### config.mk
export PLATFORM = sky130hd
export DESIGN_NAME = register_file_mp
export DESIGN_NICKNAME = d
export VERILOG_FILES = /design/src/rtl/register_file_mp.sv
export SDC_FILE = /design/constraint.sdc
export NUM_CORES = 1
export LEC_CHECK = 0
export ABC_CLOCK_PERIOD_IN_PS = 1700
export BUFFER_PORTS_ARGS = -buffer_cell sky130_fd_sc_hd__buf_2
export CORE_UTILIZATION = 57
export DETAILED_ROUTE_END_ITERATION = 8
export PLACE_DENSITY = 0.79
export SLEW_MARGIN = 15
export SYNTH_ARGS = -nofsm -noshare
export SYNTH_HDL_FRONTEND = slang
export SYNTH_SLANG_ARGS = --single-unit
### constraint.sdc
create_clock -name clk -period 1.7 [get_ports clk]
set_input_delay 0.085 -clock clk [delete_from_list [all_inputs] [get_ports clk]]
set_output_delay 0.085 -clock clk [all_outputs]
set_load 0.02 [all_outputs]
### src/rtl/register_file_mp.sv
// rtl/register_file_mp.sv - byte-masked register file, one write port, two registered read ports
// Optional same-edge write-to-read bypass: define REGFILE_BYPASS_EN.
module register_file_mp #(
    parameter int DATA_W = 16,
    parameter int ADDR_W = 2
) (
    input  logic                       clk,
    input  logic                       reset,
    input  logic                       wr_en,
    input  logic [ADDR_W-1:0]          wr_addr,
    input  logic [DATA_W/8-1:0]        wr_be,
    input  logic [DATA_W-1:0]          wr_data,
    input  logic [ADDR_W-1:0]          rd_addr1,
    input  logic [ADDR_W-1:0]          rd_addr2,
    output logic [DATA_W-1:0]          rd_data1,
    output logic [DATA_W-1:0]          rd_data2,
    output logic [(1<<ADDR_W)-1:0]     valid_mask
);
    localparam int DEPTH = 1 << ADDR_W;
    localparam int LANES = DATA_W / 8;

    logic [DATA_W-1:0] r_mem [DEPTH];
    logic [DATA_W-1:0] r_rd_data1;
    logic [DATA_W-1:0] r_rd_data2;
    logic [DEPTH-1:0]  r_valid;

    logic [DATA_W-1:0] w_merged;
    logic [DATA_W-1:0] w_rd1_next;
    logic [DATA_W-1:0] w_rd2_next;

    // Write value: enabled lanes from wr_data, the rest from the current entry.
    always_comb begin
        w_merged = r_mem[wr_addr];
        for (int i = 0; i < LANES; i++) begin
            if (wr_be[i]) begin
                w_merged[8*i +: 8] = wr_data[8*i +: 8];
            end
        end
    end

`ifdef REGFILE_BYPASS_EN
    assign w_rd1_next = (wr_en && (rd_addr1 == wr_addr)) ? w_merged : r_mem[rd_addr1];
    assign w_rd2_next = (wr_en && (rd_addr2 == wr_addr)) ? w_merged : r_mem[rd_addr2];
`else
    assign w_rd1_next = r_mem[rd_addr1];
    assign w_rd2_next = r_mem[rd_addr2];
`endif

    always_ff @(posedge clk) begin
        if (reset) begin
            for (int k = 0; k < DEPTH; k++) begin
                r_mem[k] <= '0;
            end
            r_rd_data1 <= '0;
            r_rd_data2 <= '0;
            r_valid    <= '0;
        end else begin
            r_rd_data1 <= w_rd1_next;
            r_rd_data2 <= w_rd2_next;
            if (wr_en) begin
                r_mem[wr_addr] <= w_merged;
                if (|wr_be) begin
                    r_valid[wr_addr] <= 1'b1;
                end
            end
        end
    end

    assign rd_data1   = r_rd_data1;
    assign rd_data2   = r_rd_data2;
    assign valid_mask = r_valid;
endmodule

==> metrics.txt, run 1 <==
# TYPE chip_impl_metric gauge
chip_impl_metric{name="dieArea",unit="sq um"} 8277
chip_impl_metric{name="post_synth_num_cell_types",unit=""} 22
chip_impl_metric{name="post_cts.repair.setup_buffers",unit=""} 0
chip_impl_metric{name="final_design_area_no_fill",unit="sq um"} 5056
chip_impl_metric{name="cp.arrival",unit="ps"} 1100
chip_impl_info{name="synth_ff_type",value="edfxtp_1"} 1
chip_impl_metric{name="nNetsFinal",unit=""} 424
chip_impl_metric{name="routed_length_per_placed_instance",unit="um"} 17.31
chip_impl_metric{name="drt_iter0_markers",unit=""} 186
chip_impl_info{name="synth.top_cells.by_area",value="edfxtp_1 43%, dfxtp_1 16%, mux2i_1 14%"} 1
chip_impl_metric{name="finalClockSkew",unit="ps"} 11.36
chip_impl_metric{name="yosysWarningCount",unit=""} 0
chip_impl_metric{name="ant_nets",unit=""} 0
chip_impl_metric{name="die_w",unit="um"} 90.98
chip_impl_info{name="netlist.top_cell.by_area",value="edfxtp_1"} 1
chip_impl_metric{name="cts_inserted_buffers",unit=""} 9
chip_impl_metric{name="grt_pass1_wl",unit="um"} 14000
chip_impl_metric{name="max_freq",unit="GHz"} 0.9670
chip_impl_info{name="cp_startpoint_kind",value="primary input"} 1
chip_impl_metric{name="grt_start_max_net_pins",unit=""} 33
chip_impl_metric{name="fillCellCount",unit=""} 612
chip_impl_metric{name="synth_seq_area_share",unit="%"} 58.55
chip_impl_info{name="timing.critical_path.to_type",value="flip-flop"} 1
chip_impl_metric{name="synthesis.area_per_instance",unit="sq um"} 13.43
chip_impl_info{name="unrepaired_setup_endpoints_after_global_routing",value="no"} 1
chip_impl_metric{name="internal_power",unit="mW"} 3.554
chip_impl_metric{name="coreArea",unit="sq um"} 7687
chip_impl_metric{name="post-dp-hpwl",unit="um"} 6247
chip_impl_metric{name="syn-instance-count",unit=""} 336
chip_impl_info{name="min-delay-path-class",value="in2reg"} 1
chip_impl_info{name="clk_root_buffer_cell",value="clkbuf_8"} 1
chip_impl_metric{name="static-leakage-power",unit="nW"} 2.053
chip_impl_metric{name="cts_resized",unit=""} 0
chip_impl_metric{name="synthArstFlopShare",unit="%"} 0
chip_impl_metric{name="total_power",unit="mW"} 4.843
chip_impl_metric{name="timing.critical_path.buf_inv",unit=""} 2
chip_impl_metric{name="drv_cap",unit=""} 0
chip_impl_metric{name="hold_violations",unit=""} 0
chip_impl_metric{name="clkTransAtPathRegs",unit="ps"} 90
chip_impl_metric{name="post_route_cells_drive_above_1_share",unit="%"} 32.59
chip_impl_metric{name="io_pins",unit=""} 63
chip_impl_info{name="crit_chain",value="buf_2 -> nand3b_4 -> o21bai_1 -> buf_4"} 1
chip_impl_metric{name="reg2reg_slack",unit="ps"} 820
chip_impl_metric{name="synth_seq_cells",unit=""} 100
chip_impl_metric{name="totalWireLength",unit="um"} 8726
chip_impl_metric{name="fin_tns_setup",unit="ps"} 0
chip_impl_metric{name="worst_vdd_ir",unit="uV"} 348.0
chip_impl_info{name="post_synth_most_frequent_cells",value="64 x edfxtp_1, 64 x mux2i_1, 55 x nor3_1"} 1
chip_impl_metric{name="post-place-ws",unit="ps"} 333.6
chip_impl_metric{name="req_time_crit_path",unit="ps"} 1770
chip_impl_metric{name="worst-slew-pin-transition",unit="ps"} 495.4
chip_impl_metric{name="synth_enable_flop_cells",unit=""} 64
chip_impl_metric{name="remaining_drc_errors",unit=""} 0
chip_impl_info{name="timing.critical_path.slowest_stage_cell",value="nand3b_4"} 1
chip_impl_metric{name="grt_antenna_before_repair",unit=""} 0
chip_impl_metric{name="last_weighted_congestion_value_of_the_routability_driven_placer",unit=""} 0.7872
chip_impl_metric{name="netSwitchingFraction",unit="%"} 26.60
chip_impl_metric{name="power.sequential.fraction",unit="%"} 58.9
chip_impl_metric{name="sink_count",unit=""} 100
chip_impl_metric{name="area_growth",unit="%"} 12.03
chip_impl_metric{name="power_density",unit="nW/um^2"} 957.8
chip_impl_metric{name="port_buffers",unit=""} 62
chip_impl_metric{name="h-tree-depth",unit=""} 3
chip_impl_metric{name="place_area",unit="sq um"} 4890
chip_impl_metric{name="die-height",unit="um"} 90.98
chip_impl_metric{name="global_route.overflow_total",unit=""} 0
chip_impl_metric{name="maxSlewHeadroom",unit="%"} 66.98
chip_impl_metric{name="critPathMaxStageDelay",unit="ps"} 360
chip_impl_metric{name="clockPowerShare",unit="%"} 27.1
chip_impl_info{name="cts_tree",value="yes"} 1
chip_impl_metric{name="groute.usage.overall",unit="%"} 22.45
chip_impl_info{name="critical_path_class",value="in2reg"} 1
chip_impl_metric{name="final_clock_period_utilization_by_the_worst_path",unit="%"} 60.83
chip_impl_metric{name="insertedDiodeCount",unit=""} 0
chip_impl_metric{name="cts_hold_repair.buffers",unit=""} 0
chip_impl_metric{name="grt_pass1_vias",unit=""} 2594
chip_impl_info{name="worst_path_dominant_cell_family",value="buffers and inverters"} 1
chip_impl_metric{name="layout_setup_ws",unit="ps"} 665.9
chip_impl_metric{name="power_switching",unit="mW"} 1.288
chip_impl_metric{name="netlist_area",unit="sq um"} 4513
chip_impl_metric{name="drt_first_pass_iters",unit=""} 4
chip_impl_metric{name="critical_path.max_fanout",unit=""} 27
chip_impl_metric{name="via_per_inst",unit=""} 5.706
chip_impl_metric{name="vias",unit=""} 2876
chip_impl_metric{name="synth_largest_type_area_fraction",unit="%"} 42.58
chip_impl_metric{name="final_util",unit="%"} 65.77
chip_impl_metric{name="clock_latency_of_the_later_clocked_register_in_the_worst_skew_pair",unit="ps"} 360
chip_impl_metric{name="core.rowCount",unit=""} 32
chip_impl_info{name="status",value="finished clean"} 1
chip_impl_metric{name="pwr-share-comb",unit="%"} 14.0
chip_impl_metric{name="synth.net_count",unit=""} 363
chip_impl_metric{name="cts.path.max_buffers",unit=""} 2
chip_impl_metric{name="slew_violations",unit=""} 0
chip_impl_metric{name="initial_core_util",unit="%"} 58.71
chip_impl_metric{name="period_needed",unit="ps"} 1034
chip_impl_metric{name="timing.final.setup_violations",unit=""} 0
-- cell families after synthesis --
group / count (synthesis) / share of synthesized area, %
mux: 64 / 14.19
compound gates: 44 / 10.09
buf+inv: 52 / 6.903
simple gates: 76 / 10.26
flops: 100 / 58.55
-- sequential cells by signal (all words and copies together), names as in the netlist --
signal	flops
rd_data1	16
valid_mask	4
rd_data2	16
r_mem	64
-- routing by layer --
| metal | vias up | share of wire [%] | GRT usage, % |
|---|---|---|---|
| li1 | 1372 | - | - |
| met1 | 1336 | 49 | 36.40 |
| met2 | 156 | 41 | 29.10 |
| met3 | 12 | 8.8 | 4.188 |
| met4 | 0 | 1.5 | 9.127 |
| met5 | - | 0 | 0 |
-- layout make-up --
class,count,area (sq um),area share [%]
timing repair buffer,82,485.5,9.602
sequential,100,2643,52.26
inverter,20,75.07,1.485
clock inverter,7,42.54,0.8414
tap,102,127.6,2.524
multi-input combinational,184,1559,30.83
clock buffer,9,123.9,2.450
-- worst min-delay path, cell delays in order --
cell,delay [ps]
buf_2,130
nand2_1,70
o32ai_2,70
-- metrics by stage --
step | hold slack (ps) | cells
3_3_place_gp | 411.3 | 488
2_1_floorplan | 254.2 | 336
3_5_place_dp | 418.5 | 488
4_1_cts | 31.53 | 504
6_report | 42.41 | 504
5_1_grt | 58.36 | 504
-- power by group through the flow --
stage / Sequential, mW / Combinational (mW) / Clock (mW)
2_1_floorplan: 2.96 / 0.410 / 0
3_3_place_gp: 2.90 / 0.666 / 0
3_5_place_dp: 2.91 / 0.677 / 0
4_1_cts: 2.85 / 0.679 / 1.33
5_1_grt: 2.87 / 0.730 / 1.43
6_report: 2.85 / 0.678 / 1.31
-- final timing paths --
| check | start | end | cells past startpoint |
|---|---|---|---|
| hold / removal | wr_addr[1] | valid_mask[3] | 3 |
| setup reg to reg | r_mem[0][14] | rd_data1[14] | 2 |
| setup / recovery | reset | r_mem[2][14] | 4 |
| hold reg to reg | valid_mask[0] | valid_mask[0] | 2 |
-- placed cells by master (no fill, tap or decap), drive strengths merged --
master    instances
clkbuf            9
edfxtp           64
nand2b            5
clkinv            5
nand3b            2
o32ai             4
o22ai            32
clkinvlp          1
mux2i            64
nand2             1
or2               3
dfxtp            36
nor3             64
o21bai            6
buf              82
a41o              2
nor2              1
inv              21
(Power assumes the default switching activity.)
==> run 2, diff against run 1 <==
ABC_AREA = 1   (was default)
ABC_CLOCK_PERIOD_IN_PS = 1000   (was 1700)
clock period = 1 ns   (was 1.7 ns; I/O delays follow)
==> metrics.txt, run 2 <==
# TYPE chip_impl_metric gauge
chip_impl_info{name="status",value="finished clean"} 1
chip_impl_metric{name="netlist_area",unit="sq um"} 4531
chip_impl_metric{name="insertedDiodeCount",unit=""} 0
chip_impl_metric{name="clkTransAtPathRegs",unit="ps"} 100
chip_impl_metric{name="worst-slew-pin-transition",unit="ps"} 393.5
chip_impl_metric{name="post-place-ws",unit="ps"} -180.1
chip_impl_metric{name="ant_nets",unit=""} 0
chip_impl_metric{name="synth_seq_cells",unit=""} 100
chip_impl_metric{name="core.rowCount",unit=""} 32
chip_impl_info{name="critical_path_class",value="reg2out"} 1
chip_impl_info{name="most-common-layout-cells",value="134 x nand2_1, 86 x inv_1, 69 x nor2_1"} 1
chip_impl_metric{name="initial_core_util",unit="%"} 58.94
chip_impl_metric{name="die-height",unit="um"} 91.16
chip_impl_metric{name="critical_path.max_fanout",unit=""} 2
chip_impl_info{name="registers.top_by_ff_count",value="r_mem"} 1
chip_impl_metric{name="cts.path.max_buffers",unit=""} 2
chip_impl_info{name="post-synth-top-count-cell",value="nand2_1"} 1
chip_impl_metric{name="synth_seq_area_share",unit="%"} 58.33
chip_impl_info{name="layout_commonest_cell",value="nand2_1"} 1
chip_impl_metric{name="cts_inserted_buffers",unit=""} 9
chip_impl_info{name="clk_root_buffer_cell",value="clkbuf_8"} 1
chip_impl_metric{name="cts_resized",unit=""} 0
chip_impl_metric{name="power.sequential.fraction",unit="%"} 55.5
chip_impl_metric{name="final_clock_period_utilization_by_the_worst_path",unit="%"} 92.88
chip_impl_metric{name="post_synth_num_cell_types",unit=""} 19
chip_impl_info{name="cp_startpoint_kind",value="flip-flop"} 1
chip_impl_info{name="synth_ff_type",value="edfxtp_1"} 1
chip_impl_metric{name="slew_violations",unit=""} 0
chip_impl_metric{name="hold_violations",unit=""} 0
chip_impl_metric{name="h-tree-depth",unit=""} 3
chip_impl_metric{name="finalClockSkew",unit="ps"} 14.96
chip_impl_metric{name="grt_pass1_vias",unit=""} 3375
chip_impl_metric{name="port_buffers",unit=""} 62
chip_impl_metric{name="maxSlewHeadroom",unit="%"} 73.76
chip_impl_metric{name="io_pins",unit=""} 63
chip_impl_metric{name="synthesis.area_per_instance",unit="sq um"} 8.437
chip_impl_metric{name="coreArea",unit="sq um"} 7687
chip_impl_info{name="crit_chain",value="buf_2"} 1
chip_impl_metric{name="drv_cap",unit=""} 0
chip_impl_info{name="synth.top_cells.by_area",value="edfxtp_1 42%, dfxtp_1 16%, nand2_1 11%"} 1
chip_impl_metric{name="groute.usage.overall",unit="%"} 26.10
chip_impl_metric{name="cp.arrival",unit="ps"} 880
chip_impl_metric{name="synth_enable_flop_cells",unit=""} 64
chip_impl_metric{name="vias",unit=""} 3867
chip_impl_metric{name="post-dp-hpwl",unit="um"} 7332
chip_impl_metric{name="dieArea",unit="sq um"} 8309
chip_impl_metric{name="period_needed",unit="ps"} 928.8
chip_impl_metric{name="totalWireLength",unit="um"} 10210
chip_impl_metric{name="post_route_cells_drive_above_1_share",unit="%"} 19.94
chip_impl_metric{name="critPathMaxStageDelay",unit="ps"} 350
chip_impl_metric{name="timing.critical_path.buf_inv",unit=""} 1
chip_impl_info{name="min-delay-path-class",value="in2reg"} 1
chip_impl_metric{name="remaining_drc_errors",unit=""} 0
chip_impl_metric{name="req_time_crit_path",unit="ps"} 950
chip_impl_metric{name="largest_register_ffs",unit=""} 64
chip_impl_metric{name="pwr-share-comb",unit="%"} 14.2
chip_impl_info{name="timing.critical_path.slowest_stage_cell",value="dfxtp_1"} 1
chip_impl_metric{name="grt_start_max_net_pins",unit=""} 37
chip_impl_metric{name="timing.final.setup_violations",unit=""} 0
chip_impl_metric{name="layout_setup_ws",unit="ps"} 71.21
chip_impl_metric{name="last_weighted_congestion_value_of_the_routability_driven_placer",unit=""} 0.8660
chip_impl_info{name="post_synth_most_frequent_cells",value="138 x nand2_1, 87 x inv_1, 69 x nor2_1"} 1
chip_impl_metric{name="area_growth",unit="%"} 16.57
chip_impl_metric{name="syn-instance-count",unit=""} 537
chip_impl_metric{name="drt_iter0_markers",unit=""} 361
chip_impl_metric{name="routed_length_per_placed_instance",unit="um"} 14.20
chip_impl_metric{name="worst_vdd_ir",unit="uV"} 987.5
chip_impl_metric{name="internal_power",unit="mW"} 6.265
chip_impl_metric{name="nNetsFinal",unit=""} 639
chip_impl_metric{name="synth_largest_type_area_fraction",unit="%"} 42.42
chip_impl_info{name="unrepaired_setup_endpoints_after_global_routing",value="no"} 1
chip_impl_info{name="cts_tree",value="yes"} 1
chip_impl_metric{name="drt_first_pass_iters",unit=""} 7
chip_impl_metric{name="clock_latency_of_the_later_clocked_register_in_the_worst_skew_pair",unit="ps"} 370
chip_impl_metric{name="clockPowerShare",unit="%"} 30.2
chip_impl_metric{name="static-leakage-power",unit="nW"} 2.603
chip_impl_metric{name="power_switching",unit="mW"} 2.362
chip_impl_metric{name="netSwitchingFraction",unit="%"} 27.38
chip_impl_metric{name="power_density",unit="nW/um^2"} 1633
chip_impl_metric{name="dpl.cell_count",unit=""} 701
chip_impl_info{name="timing.critical_path.to_type",value="output port"} 1
chip_impl_info{name="netlist.top_cell.by_area",value="edfxtp_1"} 1
chip_impl_metric{name="synth.net_count",unit=""} 564
chip_impl_metric{name="via_per_inst",unit=""} 5.378
chip_impl_metric{name="grt_antenna_before_repair",unit=""} 0
chip_impl_metric{name="total_power",unit="mW"} 8.627
chip_impl_metric{name="worst_hold_slack_across_all_endpoints",unit="ps"} 29.70
chip_impl_metric{name="die_w",unit="um"} 91.16
chip_impl_metric{name="synthArstFlopShare",unit="%"} 0
chip_impl_info{name="worst_path_dominant_cell_family",value="flip-flops"} 1
chip_impl_metric{name="sink_count",unit=""} 100
chip_impl_metric{name="global_route.overflow_total",unit=""} 0
chip_impl_metric{name="yosysWarningCount",unit=""} 0
chip_impl_metric{name="grt_pass1_wl",unit="um"} 16700
chip_impl_metric{name="final_util",unit="%"} 68.70
chip_impl_metric{name="max_freq",unit="GHz"} 1.077
chip_impl_metric{name="final-instance-count-excl-fill",unit=""} 719
-- run 2: final timing paths --
path,slack [ps],cells after the start,endpoint,from
worst max-delay path,70,1,valid_mask[0],valid_mask[0]
worst min-delay path,30,3,rd_data2[9],rd_addr2[1]
worst max register to register,80,4,rd_data2[6],r_mem[1][6]
worst min register to register,490,2,valid_mask[3],valid_mask[3]
-- run 2: cell type report --
cell class | instances | area (sq um)
tap | 102 | 127.6
multi-input combinational | 319 | 1416
sequential | 100 | 2643
clock inverter | 6 | 71.32
inverter | 92 | 345.3
fill | 603 | 2406
timing repair buffer | 90 | 550.5
clock buffer | 10 | 127.6
-- run 2: cell families (layout without fill, tap and decap cells) --
logic type      after synthesis  in the layout  synth area share [%]
compound gates               38             38                 4.225
buf+inv                     118            198                 10.63
simple gates                281            281                 26.82
flops                       100            100                 58.33
-- run 2: routing by layer --
layer	global-route usage, %	part of all wire (%)	up-vias
met2	37.56	42	271
met3	4.355	11	21
met5	0	0	-
met1	39.60	45	1742
met4	9.788	1.6	0
li1	-	-	1833
-- run 2: what timing repair did --
item,in CTS,in global routing
hold buffers,2,0
hold endpoints to repair,1,0
endpoints found under the setup margin,0,0
buffers inserted,0,0
-- run 2: through the flow --
step / instance area (sq um) / setup TNS (ps)
2_1_floorplan: 4541 / -1493
3_3_place_gp: 5062 / -3386
3_5_place_dp: 5062 / -8225
4_1_cts: 5281 / 0
5_1_grt: 5281 / 0
6_report: 5281 / 0
-- run 2: power by group through the flow --
stage / combinational (mW) / sequential (mW) / clock [mW]
2_1_floorplan: 0.665 / 4.99 / 0
3_3_place_gp: 1.15 / 4.87 / 0
3_5_place_dp: 1.19 / 4.88 / 0
4_1_cts: 1.21 / 4.79 / 2.64
5_1_grt: 1.35 / 4.81 / 2.79
6_report: 1.23 / 4.79 / 2.61
